**src/rtl/i2s_target_pkg.sv**
```systemverilog
// rtl/i2s_target_pkg.sv - shared sample type and widths for the I2S target port
// Purpose: sample_t {lc,rc} frame exchanged with the pedal datapath, plus
//          counter/index widths used by the I2S target.
package i2s_target_pkg;

    localparam int SAMPLE_W = 24;
    localparam int IDX_W    = $clog2(SAMPLE_W);
    localparam int CNT_W    = 6;

    typedef struct packed {
        logic [SAMPLE_W-1:0] lc;
        logic [SAMPLE_W-1:0] rc;
    } sample_t;

endpackage

```
**src/rtl/i2s_target_if.sv**
```systemverilog
// rtl/i2s_target_if.sv - I2S pins and sample handshake bundle for i2s_target
// Purpose: groups the I2S serial pins and the datapath sample ports.
// Signals: sclk/lrck/sdi (from controller), sdo (to controller),
//          rx_data/rx_vld (received frame), tx_data/tx_vld (frame to send),
//          locked, frame_err (status pulses).
// Modports: slave = the I2S target, master = controller/datapath side.
interface i2s_target_if;
    import i2s_target_pkg::*;

    logic    sclk;
    logic    lrck;
    logic    sdi;
    logic    sdo;
    sample_t rx_data;
    logic    rx_vld;
    sample_t tx_data;
    logic    tx_vld;
    logic    locked;
    logic    frame_err;

    modport slave (
        input  sclk, lrck, sdi, tx_data, tx_vld,
        output sdo, rx_data, rx_vld, locked, frame_err
    );

    modport master (
        output sclk, lrck, sdi, tx_data, tx_vld,
        input  sdo, rx_data, rx_vld, locked, frame_err
    );

endinterface

```
**src/rtl/i2s_target_sync_ff.sv**
```systemverilog
// rtl/i2s_target_sync_ff.sv - 1-bit multi-flop synchroniser with async reset
// Purpose: brings one asynchronous input into the i_clk domain.
// Ports: i_clk, i_rst_n (async active-low), i_d (async input), o_q (synchronised).
module sync_ff #(
    parameter int STAGES = 2
) (
    input  logic i_clk,
    input  logic i_rst_n,
    input  logic i_d,
    output logic o_q
);

    logic [STAGES-1:0] r_sync;

    always_ff @(posedge i_clk or negedge i_rst_n) begin
        if (!i_rst_n) begin
            r_sync <= '0;
        end else begin
            r_sync <= {r_sync[STAGES-2:0], i_d};
        end
    end

    assign o_q = r_sync[STAGES-1];

endmodule

```
**src/rtl/i2s_target.sv**
```systemverilog
// rtl/i2s_target.sv - I2S target port: externally clocked, MSB-first, 1-bit WS delay
// Purpose: samples sdi into {lc,rc} frames and shifts tx frames out on sdo,
//          with sclk/lrck/sdi synchronised into mclk.
// Ports: mclk, rst_n (async active-low), bus (i2s_target_if.slave):
//        sclk, lrck, sdi, sdo, rx_data, rx_vld, tx_data, tx_vld, locked, frame_err.
module i2s_target
    import i2s_target_pkg::*;
#(
    parameter int SLOT_BITS   = 32,
    parameter int SYNC_STAGES = 2
) (
    input  logic         mclk,
    input  logic         rst_n,
    i2s_target_if.slave  bus
);

    logic w_sclk_s;
    logic w_lrck_s;
    logic w_sdi_s;

    sync_ff #(.STAGES(SYNC_STAGES)) u_sync_sclk (
        .i_clk(mclk), .i_rst_n(rst_n), .i_d(bus.sclk), .o_q(w_sclk_s)
    );
    sync_ff #(.STAGES(SYNC_STAGES)) u_sync_lrck (
        .i_clk(mclk), .i_rst_n(rst_n), .i_d(bus.lrck), .o_q(w_lrck_s)
    );
    sync_ff #(.STAGES(SYNC_STAGES)) u_sync_sdi (
        .i_clk(mclk), .i_rst_n(rst_n), .i_d(bus.sdi), .o_q(w_sdi_s)
    );

    logic                r_sclk_d;
    logic                r_ws_z;
    logic [CNT_W-1:0]    r_bit_cnt;
    logic [SAMPLE_W-1:0] r_shreg;
    logic [SAMPLE_W-1:0] r_lc_latch;
    logic                r_have_lc;
    logic                r_locked;
    sample_t             r_rx_data;
    logic                r_rx_vld;
    logic                r_frame_err;
    sample_t             r_tx_hold;
    logic [SAMPLE_W-1:0] r_snap_rc;
    logic [SAMPLE_W-1:0] r_tx_sh;
    logic                r_sdo;

    logic                w_rise;
    logic                w_fall;
    logic                w_boundary;
    logic [IDX_W-1:0]    w_bit_idx;
    logic [SAMPLE_W-1:0] w_shreg_in;

    assign w_rise = w_sclk_s & ~r_sclk_d;
    assign w_fall = ~w_sclk_s & r_sclk_d;

    // WS flips one bit before the MSB, so the rise that first sees the new
    // lrck still carries the LSB of the channel held in r_ws_z.
    assign w_boundary = w_rise & (w_lrck_s != r_ws_z);

    assign w_bit_idx = IDX_W'(SAMPLE_W - 1) - r_bit_cnt[IDX_W-1:0];

    // Shift register including the bit arriving on this rise; bits past
    // SAMPLE_W are dropped and missing LSBs stay zero.
    always_comb begin
        w_shreg_in = r_shreg;
        if (r_bit_cnt < CNT_W'(SAMPLE_W)) begin
            w_shreg_in[w_bit_idx] = w_sdi_s;
        end
    end

    always_ff @(posedge mclk or negedge rst_n) begin
        if (!rst_n) begin
            r_sclk_d    <= 1'b0;
            r_ws_z      <= 1'b0;
            r_bit_cnt   <= '0;
            r_shreg     <= '0;
            r_lc_latch  <= '0;
            r_have_lc   <= 1'b0;
            r_locked    <= 1'b0;
            r_rx_data   <= '0;
            r_rx_vld    <= 1'b0;
            r_frame_err <= 1'b0;
        end else begin
            r_sclk_d    <= w_sclk_s;
            r_rx_vld    <= 1'b0;
            r_frame_err <= 1'b0;
            if (w_rise) begin
                r_ws_z <= w_lrck_s;
                if (w_boundary) begin
                    if (!r_ws_z) begin
                        r_lc_latch <= w_shreg_in;
                        // A left slot only counts once a boundary has framed its start.
                        r_have_lc  <= r_locked;
                    end else if (r_have_lc) begin
                        r_rx_data <= '{lc: r_lc_latch, rc: w_shreg_in};
                        r_rx_vld  <= 1'b1;
                    end
                    r_frame_err <= r_locked && (r_bit_cnt != CNT_W'(SLOT_BITS - 1));
                    r_locked    <= 1'b1;
                    r_bit_cnt   <= '0;
                    r_shreg     <= '0;
                end else begin
                    r_shreg <= w_shreg_in;
                    if (r_bit_cnt != {CNT_W{1'b1}}) begin
                        r_bit_cnt <= r_bit_cnt + 1'b1;
                    end
                end
            end
        end
    end

    // TX: the frame is snapped at the left boundary so lc and rc always come
    // from the same tx_vld write; a write on the boundary cycle lands in the
    // hold register only and goes out with the following frame.
    always_ff @(posedge mclk or negedge rst_n) begin
        if (!rst_n) begin
            r_tx_hold <= '0;
            r_snap_rc <= '0;
            r_tx_sh   <= '0;
            r_sdo     <= 1'b0;
        end else begin
            if (bus.tx_vld) begin
                r_tx_hold <= bus.tx_data;
            end
            if (w_boundary) begin
                if (!w_lrck_s) begin
                    r_snap_rc <= r_tx_hold.rc;
                    r_tx_sh   <= r_tx_hold.lc;
                end else begin
                    r_tx_sh   <= r_snap_rc;
                end
            end else if (w_fall) begin
                r_sdo   <= r_tx_sh[SAMPLE_W-1];
                r_tx_sh <= {r_tx_sh[SAMPLE_W-2:0], 1'b0};
            end
        end
    end

    assign bus.sdo       = r_sdo;
    assign bus.rx_data   = r_rx_data;
    assign bus.rx_vld    = r_rx_vld;
    assign bus.locked    = r_locked;
    assign bus.frame_err = r_frame_err;

endmodule
```
**src/flat_wrapper.sv**
```systemverilog
// flat-port wrapper written by rule: the top's interface ports become plain ports
module i2s_target_flat import i2s_target_pkg::*;
#(
    parameter int SLOT_BITS   = 32,
    parameter int SYNC_STAGES = 2
)
  (mclk, rst_n, bus_sclk, bus_lrck, bus_sdi, bus_tx_data, bus_tx_vld, bus_sdo, bus_rx_data, bus_rx_vld, bus_locked, bus_frame_err);
  i2s_target_if bus_i ();
  input  logic mclk;
  input  logic rst_n;
  input wire logic [$bits(bus_i.sclk)-1:0] bus_sclk;
  input wire logic [$bits(bus_i.lrck)-1:0] bus_lrck;
  input wire logic [$bits(bus_i.sdi)-1:0] bus_sdi;
  input wire logic [$bits(bus_i.tx_data)-1:0] bus_tx_data;
  input wire logic [$bits(bus_i.tx_vld)-1:0] bus_tx_vld;
  output wire logic [$bits(bus_i.sdo)-1:0] bus_sdo;
  output wire logic [$bits(bus_i.rx_data)-1:0] bus_rx_data;
  output wire logic [$bits(bus_i.rx_vld)-1:0] bus_rx_vld;
  output wire logic [$bits(bus_i.locked)-1:0] bus_locked;
  output wire logic [$bits(bus_i.frame_err)-1:0] bus_frame_err;
  assign bus_i.sclk = bus_sclk;
  assign bus_i.lrck = bus_lrck;
  assign bus_i.sdi = bus_sdi;
  assign bus_i.tx_data = bus_tx_data;
  assign bus_i.tx_vld = bus_tx_vld;
  assign bus_sdo = bus_i.sdo;
  assign bus_rx_data = bus_i.rx_data;
  assign bus_rx_vld = bus_i.rx_vld;
  assign bus_locked = bus_i.locked;
  assign bus_frame_err = bus_i.frame_err;
  i2s_target #(.SLOT_BITS(SLOT_BITS), .SYNC_STAGES(SYNC_STAGES)) u_core (.mclk(mclk), .rst_n(rst_n), .bus(bus_i));
endmodule
```
**config.mk**
```make
export PLATFORM = sky130hd
export DESIGN_NAME = i2s_target_flat
export DESIGN_NICKNAME = d
export VERILOG_FILES = /design/src/rtl/i2s_target_pkg.sv /design/src/rtl/i2s_target_if.sv /design/src/rtl/i2s_target_sync_ff.sv /design/src/rtl/i2s_target.sv /design/src/flat_wrapper.sv
export SDC_FILE = /design/constraint.sdc
export NUM_CORES = 1
export LEC_CHECK = 0
export ABC_AREA = 1
export CELL_PAD_IN_SITES_DETAIL_PLACEMENT = 0
export CELL_PAD_IN_SITES_GLOBAL_PLACEMENT = 2
export CORE_ASPECT_RATIO = 1.1
export CORE_UTILIZATION = 34
export DETAILED_ROUTE_END_ITERATION = 10
export PLACE_DENSITY = 0.89
export SYNTH_ARGS = -nofsm -noshare
export SYNTH_HDL_FRONTEND = slang
export SYNTH_SLANG_ARGS = --single-unit
```
**constraint.sdc**
```tcl
create_clock -name mclk -period 1.7 [get_ports mclk]
set_input_delay 0.17 -clock mclk [delete_from_list [all_inputs] [get_ports mclk]]
set_output_delay 0.17 -clock mclk [all_outputs]
set_load 0.02 [all_outputs]
```
==> results_dict.tcl <==
set metrics [dict create \
    status "completed" \
    ys_seq_area_share_pct 59.2 \
    syn2layout_area_growth_pct 27.9 \
    numCtsBuffers 23 \
    num_rows 61 \
    htreeDepth 1 \
    async_flop_share_pct 100 \
    grt_usage_pct 15.7 \
    p_leak_nw 5.77 \
    cp-startpoint "u_core.bus.rx_data[20]$_DFFE_PN0P_" \
    skew_ps 6.58 \
    worstSkewPairLatency_ps 500 \
    grt_max_degree 97 \
    synth_cells 1030 \
    ir_worst_vdd_uv 522 \
    critPathRequiredTime_ps 1530 \
    worstRegToRegCells 7 \
    wl_um 20100 \
    syn_area_um2 8910 \
    n_antenna_cell 0 \
    p_sw_mw 3.49 \
    cts_root_buf "clkbuf_16" \
    die_w_um 156 \
    yosys.cell_types.count 22 \
    overflow 0 \
    slowest_stage "clkdlybuf4s50_1" \
    power.internal_mw 9.85 \
    p_clk_share_pct 39.2 \
    port_buffers 105 \
    maxCapViolations 0 \
    path_cells "clkdlybuf4s50_1" \
    finalMaxSlewViolations 0 \
    drt_iter0_drc 365 \
    arrival_ps 1470 \
    clock-sinks 211 \
    start_util_pct 35.0 \
    swShare_pct 26.2 \
    drc_errors 0 \
    die_y_um 172 \
    io-pin-count 106 \
    critical_path_class "flop to output pin" \
    cts_tree "yes" \
    dpl.hpwl_um 13300 \
    fin_crit_ps 1640 \
    yosys_warnings 0 \
    synth_flop_cell "dfrtp_1" \
    wl_per_cell_um 13.3 \
    syn_area_per_cell_um2 8.66 \
    cp-endpoint "bus_rx_data[20]" \
    synth_edf_count 0 \
    viasPerCell 4.59 \
    finalHoldViolCount 0 \
    fin_util_pct 44.7 \
    max_freq_mhz 610 \
    clk_pin_slew_worst_paths_ps 60 \
    fp.dieArea_um2 26900 \
    hold_path.class "input port to flop" \
    slowest_delay_ps 610 \
    synthesis.nets 1088 \
    r2r_slack_ps 130 \
    yosys.area.top_type_share_pct 59.2 \
    grt_pass1_vias 6882 \
    hold_slack_ps 107 \
    start_kind "flop" \
    n_fill_cell 2579 \
    worstPathMaxFanout 2 \
    ctsLongestPathBuffers 3 \
    grt_pass1_wl_um 34400 \
    worstReg2RegEnd "u_core.bus.rx_data[16]$_DFFE_PN0P_" \
    globalplace.congestion 0.801 \
    drt_pass1_iterations 5 \
    fin_nets 1208 \
    p_seq_share_pct 45.2 \
    drive_gt1_share_pct 8.32 \
    vias 6934 \
    combPwrFrac_pct 15.6 \
    relSlewSlack_pct 70.3 \
    crit_buf_inv 1 \
    synth_seq_cells 211 \
    end_kind "output pin" \
    synthTopCellsByArea "dfrtp_1 59%, nand2_1 16%, nand3_1 8.9%" \
    synth_area_leader_cell "dfrtp_1" \
    antenna_found_initial 0 \
    antenna_left 0 \
    finalSetupViolations 0 \
    period_share_pct 96.4 \
    power.density_nw_per_um2 1170 \
    tightest_slew_ps 445 \
    critical-path-top-delay-family "buffers and inverters" \
    cp.depth 1 \
    core_area_um2 25500 \
    r2r_start "u_core.r_bit_cnt[4]$_DFFE_PN0P_" \
]
worst min-delay path by stage:
stage                       start  slack (ps)  cells past startpoint                               endpoint
after floorplan             rst_n        -130                      0         u_core.bus.frame_err$_DFF_PN0_
after global placement      rst_n         100                      1            u_core.bus.rx_vld$_DFF_PN0_
after detailed placement    rst_n         100                      1     u_core.bus.rx_data[42]$_DFFE_PN0P_
after CTS                 bus_sdi          80                      1  u_core.u_sync_sdi.r_sync[0]$_DFF_PN0_
after global routing      bus_sdi         100                      1  u_core.u_sync_sdi.r_sync[0]$_DFF_PN0_
final                     bus_sdi         110                      1  u_core.u_sync_sdi.r_sync[0]$_DFF_PN0_
logic make-up after synthesis:
| family | after synthesis | share of synthesized area [%] |
|---|---|---|
| AND/OR/NAND/NOR | 567 | 26.4 |
| flip-flops | 211 | 59.2 |
| buffers and inverters | 125 | 5.96 |
| AO/OA/AOI/OAI | 122 | 7.72 |
| adder cells (fa/ha/maj) | 4 | 0.561 |
| XOR/XNOR | 1 | 0.0983 |
what timing repair did:
action,in CTS,in global routing
hold buffers,1,0
gates resized for setup,4,7
gates cloned,0,0
hold endpoints to repair,211,0
setup buffers,0,0
setup endpoints to repair,9,27
Yosys cell counts, types with 5 or more instances:
cell and number:
nand2_1 390, dfrtp_1 211, nand3_1 159, o21ai_0 78, inv_1 69, clkbuf_1 28
o21bai_1 25, o21ai_1 15, buf_2 14, nor2_1 8, buf_6 5
power groups by stage:
stage | registers [mW] | clock network, mW | logic [mW]
after CTS | 6.04 | 5.42 | 2.12
after global routing | 6.12 | 5.59 | 2.35
final | 6.04 | 5.23 | 2.08
after global placement | 6.11 | 0 | 2.08
after detailed placement | 6.13 | 0 | 2.11
after floorplan | 6.16 | 0 | 1.06
layout by cell type, fill, tap and decap left out, types with 2 or more instances in the layout:
master             n
nor2_2             3
clkinv_2           2
o21ai_1           15
buf_4             32
o21bai_1          24
o21ai_2            4
clkbuf_16         23
nand4_1            4
dfrtp_1          211
dlygate4sd2_1      3
clkdlybuf4s50_1   97
buf_12             9
bufinv_16          3
nand2_1          389
ha_1               4
clkbuf_1           5
nor2_1             6
o21ai_0           78
inv_2              4
nand3_1          159
dlymetal6s2s_1     3
clkbuf_8           9
inv_1             69
nand2_2            3
area by class of cell:
class	instances	area (um^2)	share of cell area, %
sequential	211	5280	46.3
multi-input combinational	694	3130	27.4
timing repair buffer	147	1480	13.0
clock buffer	36	704	6.18
tap	346	433	3.80
inverter	73	274	2.40
clock inverter	5	100	0.878
flip-flops by register name (all words and copies together), names as in the netlist:
register / count
u_core.r_have_lc: 1
u_core.r_shreg: 24
u_core.r_ws_z: 1
u_core.r_snap_rc: 24
u_core.r_lc_latch: 24
u_core.r_tx_sh: 24
u_core.u_sync_sclk.r_sync: 2
u_core.u_sync_lrck.r_sync: 2
u_core.bus.rx_vld: 1
u_core.u_sync_sdi.r_sync: 2
u_core.bus.rx_data: 48
u_core.bus.frame_err: 1
u_core.r_tx_hold: 48
u_core.r_sclk_d: 1
u_core.r_bit_cnt: 6
u_core.bus.locked: 1
u_core.bus.sdo: 1
through the flow:
stage / setup WS, ps / cells / TNS [ps] / area (um^2) / power, mW
after floorplan: 264 / 1030 / 0 / 8910 / 7.21
after global placement: 46.8 / 1470 / 0 / 10600 / 8.19
after detailed placement: -33.0 / 1470 / -82.9 / 10600 / 8.24
after CTS: 6.47 / 1512 / 0 / 11400 / 13.6
after global routing: -13.4 / 1512 / -25.7 / 11400 / 14.1
final: 61.0 / 1512 / 0 / 11400 / 13.3
layer usage:
layer	GRT usage (%)	vias up	wire length, um
met4	4.77	0	448
li1	-	3544	-
met5	0	-	0
met1	21.9	3193	9720
met3	2.37	38	926
met2	25.3	159	9050
Power figures use the tool's default switching activity.
